==> src/rtl/pressure_sequencer_pkg.sv <==
// Shared constants and state encoding for the chamber pressure sequencer.
package pressure_sequencer_pkg;

    localparam int PRESSURE_W = 14;
    localparam int P_LOW_DEF  = 13;
    localparam int P_HIGH_DEF = 16000;

    typedef enum logic [1:0] {
        IDLE_LOW  = 2'b00,
        RAMP_UP   = 2'b01,
        IDLE_HIGH = 2'b10,
        RAMP_DOWN = 2'b11
    } seq_state_t;

endpackage

==> src/rtl/pressure_step.sv <==
// Combinational saturating step of the pressure value toward P_HIGH (dir=1) or P_LOW (dir=0).
module pressure_step
    import pressure_sequencer_pkg::*;
#(
    parameter int P_LOW  = P_LOW_DEF,
    parameter int P_HIGH = P_HIGH_DEF,
    parameter int STEP   = 1000
) (
    input  logic [PRESSURE_W-1:0] value,
    input  logic                  dir,
    output logic [PRESSURE_W-1:0] next
);

    localparam logic [PRESSURE_W-1:0] LP_LOW   = PRESSURE_W'(P_LOW);
    localparam logic [PRESSURE_W-1:0] LP_HIGH  = PRESSURE_W'(P_HIGH);
    localparam logic [PRESSURE_W:0]   LP_HIGHW = (PRESSURE_W+1)'(P_HIGH);
    localparam logic [PRESSURE_W:0]   LP_STEPW = (PRESSURE_W+1)'(STEP);

    logic [PRESSURE_W:0] w_sum;
    logic [PRESSURE_W:0] w_diff;
    logic                w_borrow;

    assign w_sum    = {1'b0, value} + LP_STEPW;
    assign w_diff   = {1'b0, value} - LP_STEPW;
    assign w_borrow = ({1'b0, value} < LP_STEPW);

    always_comb begin
        next = value;
        if (dir) begin
            next = (w_sum >= LP_HIGHW) ? LP_HIGH : w_sum[PRESSURE_W-1:0];
        end else begin
            next = (w_borrow || (w_diff[PRESSURE_W-1:0] <= LP_LOW)) ? LP_LOW
                                                                    : w_diff[PRESSURE_W-1:0];
        end
    end

endmodule

==> src/rtl/pressure_sequencer.sv <==
// Ramps chamber pressure between P_LOW and P_HIGH on request, pulsing key once per completed ramp.
// state     | meaning
// IDLE_LOW  | parked at P_LOW, accepts pressurize
// RAMP_UP   | stepping up toward P_HIGH, requests ignored
// IDLE_HIGH | parked at P_HIGH, accepts depressurize
// RAMP_DOWN | stepping down toward P_LOW, requests ignored
module pressure_sequencer
    import pressure_sequencer_pkg::*;
#(
    parameter int P_LOW  = P_LOW_DEF,
    parameter int P_HIGH = P_HIGH_DEF,
    parameter int STEP   = 1000
) (
    input  logic                  clk,
    input  logic                  reset,
    input  logic                  pressurize,
    input  logic                  depressurize,
    output logic [PRESSURE_W-1:0] pressure,
    output logic                  key,
    output logic                  busy
);

    localparam logic [PRESSURE_W-1:0] LP_LOW  = PRESSURE_W'(P_LOW);
    localparam logic [PRESSURE_W-1:0] LP_HIGH = PRESSURE_W'(P_HIGH);

    seq_state_t            r_state;
    seq_state_t            w_state_nxt;
    logic [PRESSURE_W-1:0] r_pressure;
    logic [PRESSURE_W-1:0] w_pressure_nxt;
    logic                  r_key;
    logic                  w_key_nxt;
    logic [PRESSURE_W-1:0] w_step_next;
    logic                  w_dir;

    assign w_dir = (r_state == RAMP_UP);

    pressure_step #(
        .P_LOW  (P_LOW),
        .P_HIGH (P_HIGH),
        .STEP   (STEP)
    ) u_step (
        .value (r_pressure),
        .dir   (w_dir),
        .next  (w_step_next)
    );

    always_ff @(posedge clk) begin
        if (reset) begin
            r_state    <= IDLE_LOW;
            r_pressure <= LP_LOW;
            r_key      <= 1'b0;
        end else begin
            r_state    <= w_state_nxt;
            r_pressure <= w_pressure_nxt;
            r_key      <= w_key_nxt;
        end
    end

    always_comb begin
        w_state_nxt    = r_state;
        w_pressure_nxt = r_pressure;
        w_key_nxt      = 1'b0;
        case (r_state)
            IDLE_LOW: begin
                w_pressure_nxt = LP_LOW;
                if (pressurize && !depressurize) w_state_nxt = RAMP_UP;
            end
            RAMP_UP: begin
                w_pressure_nxt = w_step_next;
                if (w_step_next == LP_HIGH) begin
                    w_state_nxt = IDLE_HIGH;
                    w_key_nxt   = 1'b1;
                end
            end
            IDLE_HIGH: begin
                w_pressure_nxt = LP_HIGH;
                if (depressurize && !pressurize) w_state_nxt = RAMP_DOWN;
            end
            RAMP_DOWN: begin
                w_pressure_nxt = w_step_next;
                if (w_step_next == LP_LOW) begin
                    w_state_nxt = IDLE_LOW;
                    w_key_nxt   = 1'b1;
                end
            end
            default: begin
                w_state_nxt    = IDLE_LOW;
                w_pressure_nxt = LP_LOW;
            end
        endcase
    end

    assign pressure = r_pressure;
    assign key      = r_key;
    assign busy     = (r_state == RAMP_UP) || (r_state == RAMP_DOWN);

endmodule

==> config.mk <==
export PLATFORM = sky130hd
export DESIGN_NAME = pressure_sequencer
export DESIGN_NICKNAME = d
export VERILOG_FILES = /design/src/rtl/pressure_sequencer_pkg.sv /design/src/rtl/pressure_step.sv /design/src/rtl/pressure_sequencer.sv
export SDC_FILE = /design/constraint.sdc
export NUM_CORES = 1
export LEC_CHECK = 0
export BUFFER_PORTS_ARGS = -buffer_cell sky130_fd_sc_hd__buf_2
export CORE_UTILIZATION = 44
export DETAILED_ROUTE_END_ITERATION = 12
export GPL_TIMING_DRIVEN = 0
export PLACE_DENSITY = 0.77
export SYNTH_ARGS = -nofsm -noshare
export SYNTH_HDL_FRONTEND = slang
export SYNTH_SLANG_ARGS = --single-unit
==> constraint.sdc <==
create_clock -name clk -period 2.5 [get_ports clk]
set_input_delay 0 -clock clk [delete_from_list [all_inputs] [get_ports clk]]
set_output_delay 0 -clock clk [all_outputs]
set_load 0.01 [all_outputs]
==> results of run 1 <==
[placed cells by master (no fill, tap or decap), types with 2 or more instances in the layout]
cell type and instances:
clkbuf_1 4, buf_2 22, dfxtp_4 2, nand2b_1 3
o221a_2 2, buf_4 10, xor2_1 6, nor3b_1 2
a211oi_1 2, nand2_1 18, a31oi_1 8, xnor2_1 6
dfxtp_1 15, and2_1 4, a21oi_1 8, clkbuf_4 3
clkinvlp_4 2, nor2_1 16, nor3_1 3, mux2i_1 2
ha_1 5, a211oi_2 3, buf_6 3, nand3_1 8
o211ai_1 4, or3_1 2, inv_1 9, o21ai_0 11
[layer usage]
metal	track usage (%)	up-vias
li1	-	711
met1	30.0	664
met2	36.8	53
met3	2.46	6
met4	6.12	0
met5	0	-
[worst max-delay path: cells and delay by family, from the launching register on]
kind | cells | cell delay, ns
compound gates | 4 | 0.95
fa+ha+maj | 1 | 0.19
xor+xnor | 1 | 0.28
buf+inv | 1 | 0.12
simple gates | 2 | 0.41
flops | 1 | 0.40
[layout make-up]
class | count | area (um2) | share of cell area, %
buffer | 11 | 68.8 | 3.95
clock buffer | 3 | 22.5 | 1.29
clock inverter | 1 | 7.51 | 0.431
inverter | 10 | 41.3 | 2.37
multi-input combinational | 139 | 997 | 57.3
sequential | 17 | 348 | 20.0
tap | 44 | 55.1 | 3.16
timing repair buffer | 31 | 200 | 11.5
[final timing paths]
path | end | slack (ns) | startpoint | depth (start not counted)
worst max-delay path | r_state[0] | 0.03 | pressure[3] | 9
worst min-delay path | r_state[0] | 0.34 | depressurize | 5
worst max register to register | r_state[0] | 0.03 | pressure[3] | 9
worst min register to register | pressure[1] | 0.47 | pressure[1] | 2
[cells by family after synthesis]
logic type	share of synthesized area, %
AOI/OAI and AO/OA	28.0
xor gates and xnor gates	7.55
adders and majority gates	6.29
buffers and inverters	7.64
DFF	24.5
muxes	2.25
and+or+nand+nor	23.8
[sequential cells by signal, summed over array words and instances, names as in the netlist]
| name | flops |
|---|---|
| key | 1 |
| pressure | 14 |
| r_state | 2 |
[metrics by stage]
stage | setup TNS (ns) | std cells
3_5_place_dp | -1.08 | 240
2_1_floorplan | 0 | 177
3_3_place_gp | -0.973 | 240
6_report | 0 | 256
4_1_cts | 0 | 247
5_1_grt | -0.120 | 256
[repair_timing]
action,CTS,global route
endpoints found under the hold margin,3,0
pin swaps,1,6
hold buffers,1,0
setup endpoints to repair,11,7
gates cloned,0,0
resized for setup,5,10
setup buffers,2,9
[power groups by stage]
stage | sequential, mW | clock [mW] | combinational [mW]
after detailed placement | 0.437 | 0 | 1.12
after CTS | 0.435 | 0.168 | 1.15
after floorplan | 0.454 | 0 | 0.838
after global placement | 0.434 | 0 | 1.11
final | 0.432 | 0.156 | 1.29
after global routing | 0.443 | 0.180 | 1.41
==> qor.yml, run 1 <==
status: "finished clean"
fin_util_pct: 57.5
io_buffers: 19
clk_pin_slew_ns: 0.12
firstDrtPassIters: 4
topRoutingLayerUsed: "met4"
p_total_mw: 1.87
grt.total_usage_pct: 22.0
final-max-slew-violation-count: 0
rsz0062_at_grt: "true"
power.leakage_nw: 0.721
p_comb_share_pct: 68.6
yosys.area.top_type_share_pct: 24.5
cts_max_level: 1
final_nets: 224
hold_class: "in -> reg"
stdcell_area_mm2: 0.00174
grt_pass1_vias: 1257
antenna_found_initial: 0
p_seq_share_pct: 23.0
post_drt_via_cell_ratio: 5.60
die_area_mm2: 0.00339
drc: 0
clk_path_buf_depth: 2
criticalPathCategory: "reg -> reg"
start_kind: "register"
yosys.area.top_type: "dfxtp_1"
fillers: 279
area_growth_pct: 25.1
cts.sinks: 17
crit_path_end_kind: "register"
via_count: 1434
slew_headroom_pct: 65.1
power_density_mw_per_mm2: 1080
post-place-ws_ns: -0.242
clock_latency_ns: 0.30
drive_above_1_share_pct: 28.3
syn-cell-area_mm2: 0.00139
start_util_pct: 46.0
synth_nets: 188
cp.arrival_ns: 2.64
routed_wire_length_per_instance_um: 14.1
fmax_ghz: 0.405
met2WireLength_um: 1710
finalCriticalPeriod_ns: 2.47
synth_edf_count: 0
placed_area_mm2: 0.00154
place_congestion: 0.864
finalCritPeriodShare_pct: 98.7
synth_seq_area_share_pct: 24.5
synthTopCellsByArea: "dfxtp_1, ha_1, nand2_1"
rows: 20
io_pins: 20
dp_hpwl_um: 2480
cp_cell_sequence: "clkinvlp_4 > ha_4 > nand4b_4 > o211ai_1 > xor2_1 > o2111ai_4 > a311o_1 > nor3_2 > a211oi_2"
cts-root-buf: "clkbuf_4"
netlist_top_cells_count: "nand2_1, dfxtp_1, nor2_1"
yosysWarnings: 0
wl_um: 3600
ir_drop_mv: 0.578
cts-buffers-inserted: 3
die_w_um: 58.2
hold_violations: 0
max_cap_viol_count: 0
drt_iter0_markers: 61
tightest_slew_ns: 0.522
avgSynthCellArea_um2: 7.86
grt-ovfl-total: 0
cp_data_required_time_ns: 2.68
die_y_um: 58.2
yosysUniqueCellTypes: 46
final-setup-viol-count: 0
met1Wirelength_um: 1650
synthCells: 177
yosysMostFrequentCell: "nand2_1"
p_switching_mw: 0.924
grt_max_degree: 12
cts_tree: "yes"
grt_pass1_wl_um: 5870
cp_slowest_stage_delay_ns: 0.47
ant_nets: 0
hold_ws_ns: 0.338
crit_fanout: 5
dr_wl_met3_um: 180
num_antenna_cells: 0
synth.ff_latch_count: 17
async_flop_share_pct: 0
fin_ws_ns: 0.0315
design.core.area_mm2: 0.00303
clock_skew_ns: 0.0162
pwr-share-clk_pct: 8.3
crit_slowest_cell: "a311o_1"
p_sw_share_pct: 49.3
synth_ff_type: "dfxtp_1"
p_int_mw: 0.950
(Power assumes the default switching activity.)
==> inputs of run 2 (changes only) <==
BUFFER_PORTS_ARGS = default   (was -buffer_cell sky130_fd_sc_hd__buf_2)
CORE_MARGIN = 4   (was default)
DONT_BUFFER_PORTS = 1   (was default)
PLACE_DENSITY = 0.72   (was 0.77)
==> run 2 against run 1 <==
Effect of this change:
- clock skew decreased by 0.0075 ns
- sequential share of layout area increased by 1.4 points
- flip-flop and latch count unchanged
- sequential power increased by 12%
- clock power increased by 9%
- worst hold slack got worse by 0.32 ns
- first-iteration DRC count increased by 44%
- non-clock buffer count decreased by 23
- total power decreased by 1.3%
- die area increased by 22%
- final cell count decreased by 9.0%
- routed wire length increased by 6.6%
- critical endpoint is now pressure[5]
- highest routed layer unchanged
==> qor.yml, run 2 (synthesis gave the netlist of run 1 again) <==
status: "finished clean"
stdcell_area_mm2: 0.00163  # -6.4%
rows: 20  # unchanged
grt_pass1_vias: 1286  # +2.3%
fmax_ghz: 0.409  # +0.86%
die_y_um: 64.2  # +10%
ir_drop_mv: 0.620  # +7.3%
cts-root-buf: "clkbuf_4"
clk_pin_slew_ns: 0.12  # about the same
holdPathStages: 2  # -3
grt-ovfl-total: 0  # unchanged
cts_tree: "yes"
design.core.area_mm2: 0.00303  # unchanged
antenna_found_initial: 0  # unchanged
drt_iter0_markers: 88  # +44%
hold_class: "in -> reg"
wl_um: 3840  # +6.6%
hold_ws_ns: 0.0227  # -0.316 ns
die_w_um: 64.2  # +10%
ant_nets: 0  # unchanged
finalCriticalPeriod_ns: 2.45  # -0.0211 ns
slew_headroom_pct: 65.4  # +0.24 points
tightest_slew_ns: 0.518  # -0.00355 ns
crit_fanout: 8  # +3
die_area_mm2: 0.00413  # +22%
cp_data_required_time_ns: 2.72  # +0.04 ns
r2r_cells: 11  # +2
place_inst: 221  # -7.9%
area_growth_pct: 17.1
firstDrtPassIters: 4  # unchanged
crit_path_end_kind: "register"
cp.arrival_ns: 2.67  # +0.03 ns
tns_ns: 0  # unchanged
num_antenna_cells: 0  # unchanged
finalCritPeriodShare_pct: 97.9  # -0.84 points
via_count: 1365  # -4.8%
power.leakage_nw: 0.636  # -12%
final_common_cell: "nand2_1"
grt_pass1_wl_um: 5840  # -0.36%
fin_cells: 233  # -9.0%
routed_wire_length_per_instance_um: 16.5  # +17%
hold_violations: 0  # unchanged
placed_area_mm2: 0.00145  # -6.2%
start_kind: "register"
drc: 0  # unchanged
clock_skew_ns: 0.00869  # -0.00749 ns
cts.sinks: 17  # unchanged
final-max-slew-violation-count: 0  # unchanged
grt.total_usage_pct: 17.8  # -4.2 points
final_cell_mix: "nand2_1, nor2_1, dfxtp_1, o21ai_0, inv_1"
dp_hpwl_um: 2630  # +6.0%
start_util_pct: 46.0  # unchanged
power_density_mw_per_mm2: 1140  # +5.4%
place_congestion: 0.947  # +9.6%
io_pins: 20  # unchanged
criticalPathCategory: "reg -> reg"
ff2ff_setup_slack_ns: 0.05  # +0.02 ns
clk_path_buf_depth: 2  # unchanged
drive_above_1_share_pct: 21.2  # -7.1 points
final-setup-viol-count: 0  # unchanged
cts-buffers-inserted: 3  # unchanged
max_cap_viol_count: 0  # unchanged
cts_max_level: 1  # unchanged
io_buffers: 0  # -19
rsz0062_at_grt: "true"
final_nets: 201  # -10%
largest_reg_flops: 14  # unchanged
fillers: 278  # -0.36%
grt_max_degree: 12  # unchanged
post_drt_via_cell_ratio: 5.86  # +4.6%
clock_latency_ns: 0.32  # +0.02 ns
run 2: power breakdown:
part	internal [mW]	switching, mW	leakage (nW)
clock network	0.0613	0.108	0.0139
logic	0.482	0.714	0.482
registers	0.352	0.132	0.140
run 2: path summary, 6_finish.rpt:
check              start            to
max          pressure[3]   pressure[5]
min                reset  pressure[12]
max reg2reg  pressure[3]   pressure[5]
min reg2reg  pressure[1]   pressure[1]
run 2: cell type report:
class | instances | area, um2 | share of cell area [%]
plain buffers | 11 | 71.3 | 4.38
clock buffers | 3 | 22.5 | 1.38
inverters | 10 | 40.0 | 2.46
multi-input cells | 139 | 1010 | 62.1
clock inverters | 1 | 7.51 | 0.461
repair buffers | 8 | 72.6 | 4.45
flip-flops and latches | 17 | 349 | 21.4
well taps | 44 | 55.1 | 3.38
run 2: metal layers:
metal,global-route usage (%),routed length (um),vias to the layer above
li1,-,-,667
met1,21.5,1630,639
met2,30.8,1890,55
met3,5.62,274,4
met4,3.96,36,0
met5,0,0,-
run 2: timing repair:
item | CTS | global route
endpoints found under the hold margin | 11 | 0
hold buffers | 1 | 0
pin swaps | 1 | 5
endpoints found under the setup margin | 12 | 11
setup buffers | 0 | 7
gates resized for setup | 5 | 18
run 2: critical path, stage by stage, from the launching register on:
cell,delay (ns)
dfxtp_4,0.45
inv_4,0.07
ha_4,0.17
nand4b_4,0.19
o211ai_1,0.25
xor2_1,0.30
o2111ai_4,0.17
buf_4,0.18
buf_12,0.13
nand2_4,0.09
o32ai_1,0.09
o221a_2,0.25
run 2: metrics by stage:
step                util (%)  setup WS [ns]  power [mW]
floorplan                  -         0.0630        1.29
global placement        47.8         -0.228        1.47
detailed placement      47.8         -0.321        1.52
CTS                     49.8        -0.0244        1.72
global route            53.8        -0.0402        1.98
finish                  53.8         0.0526        1.85
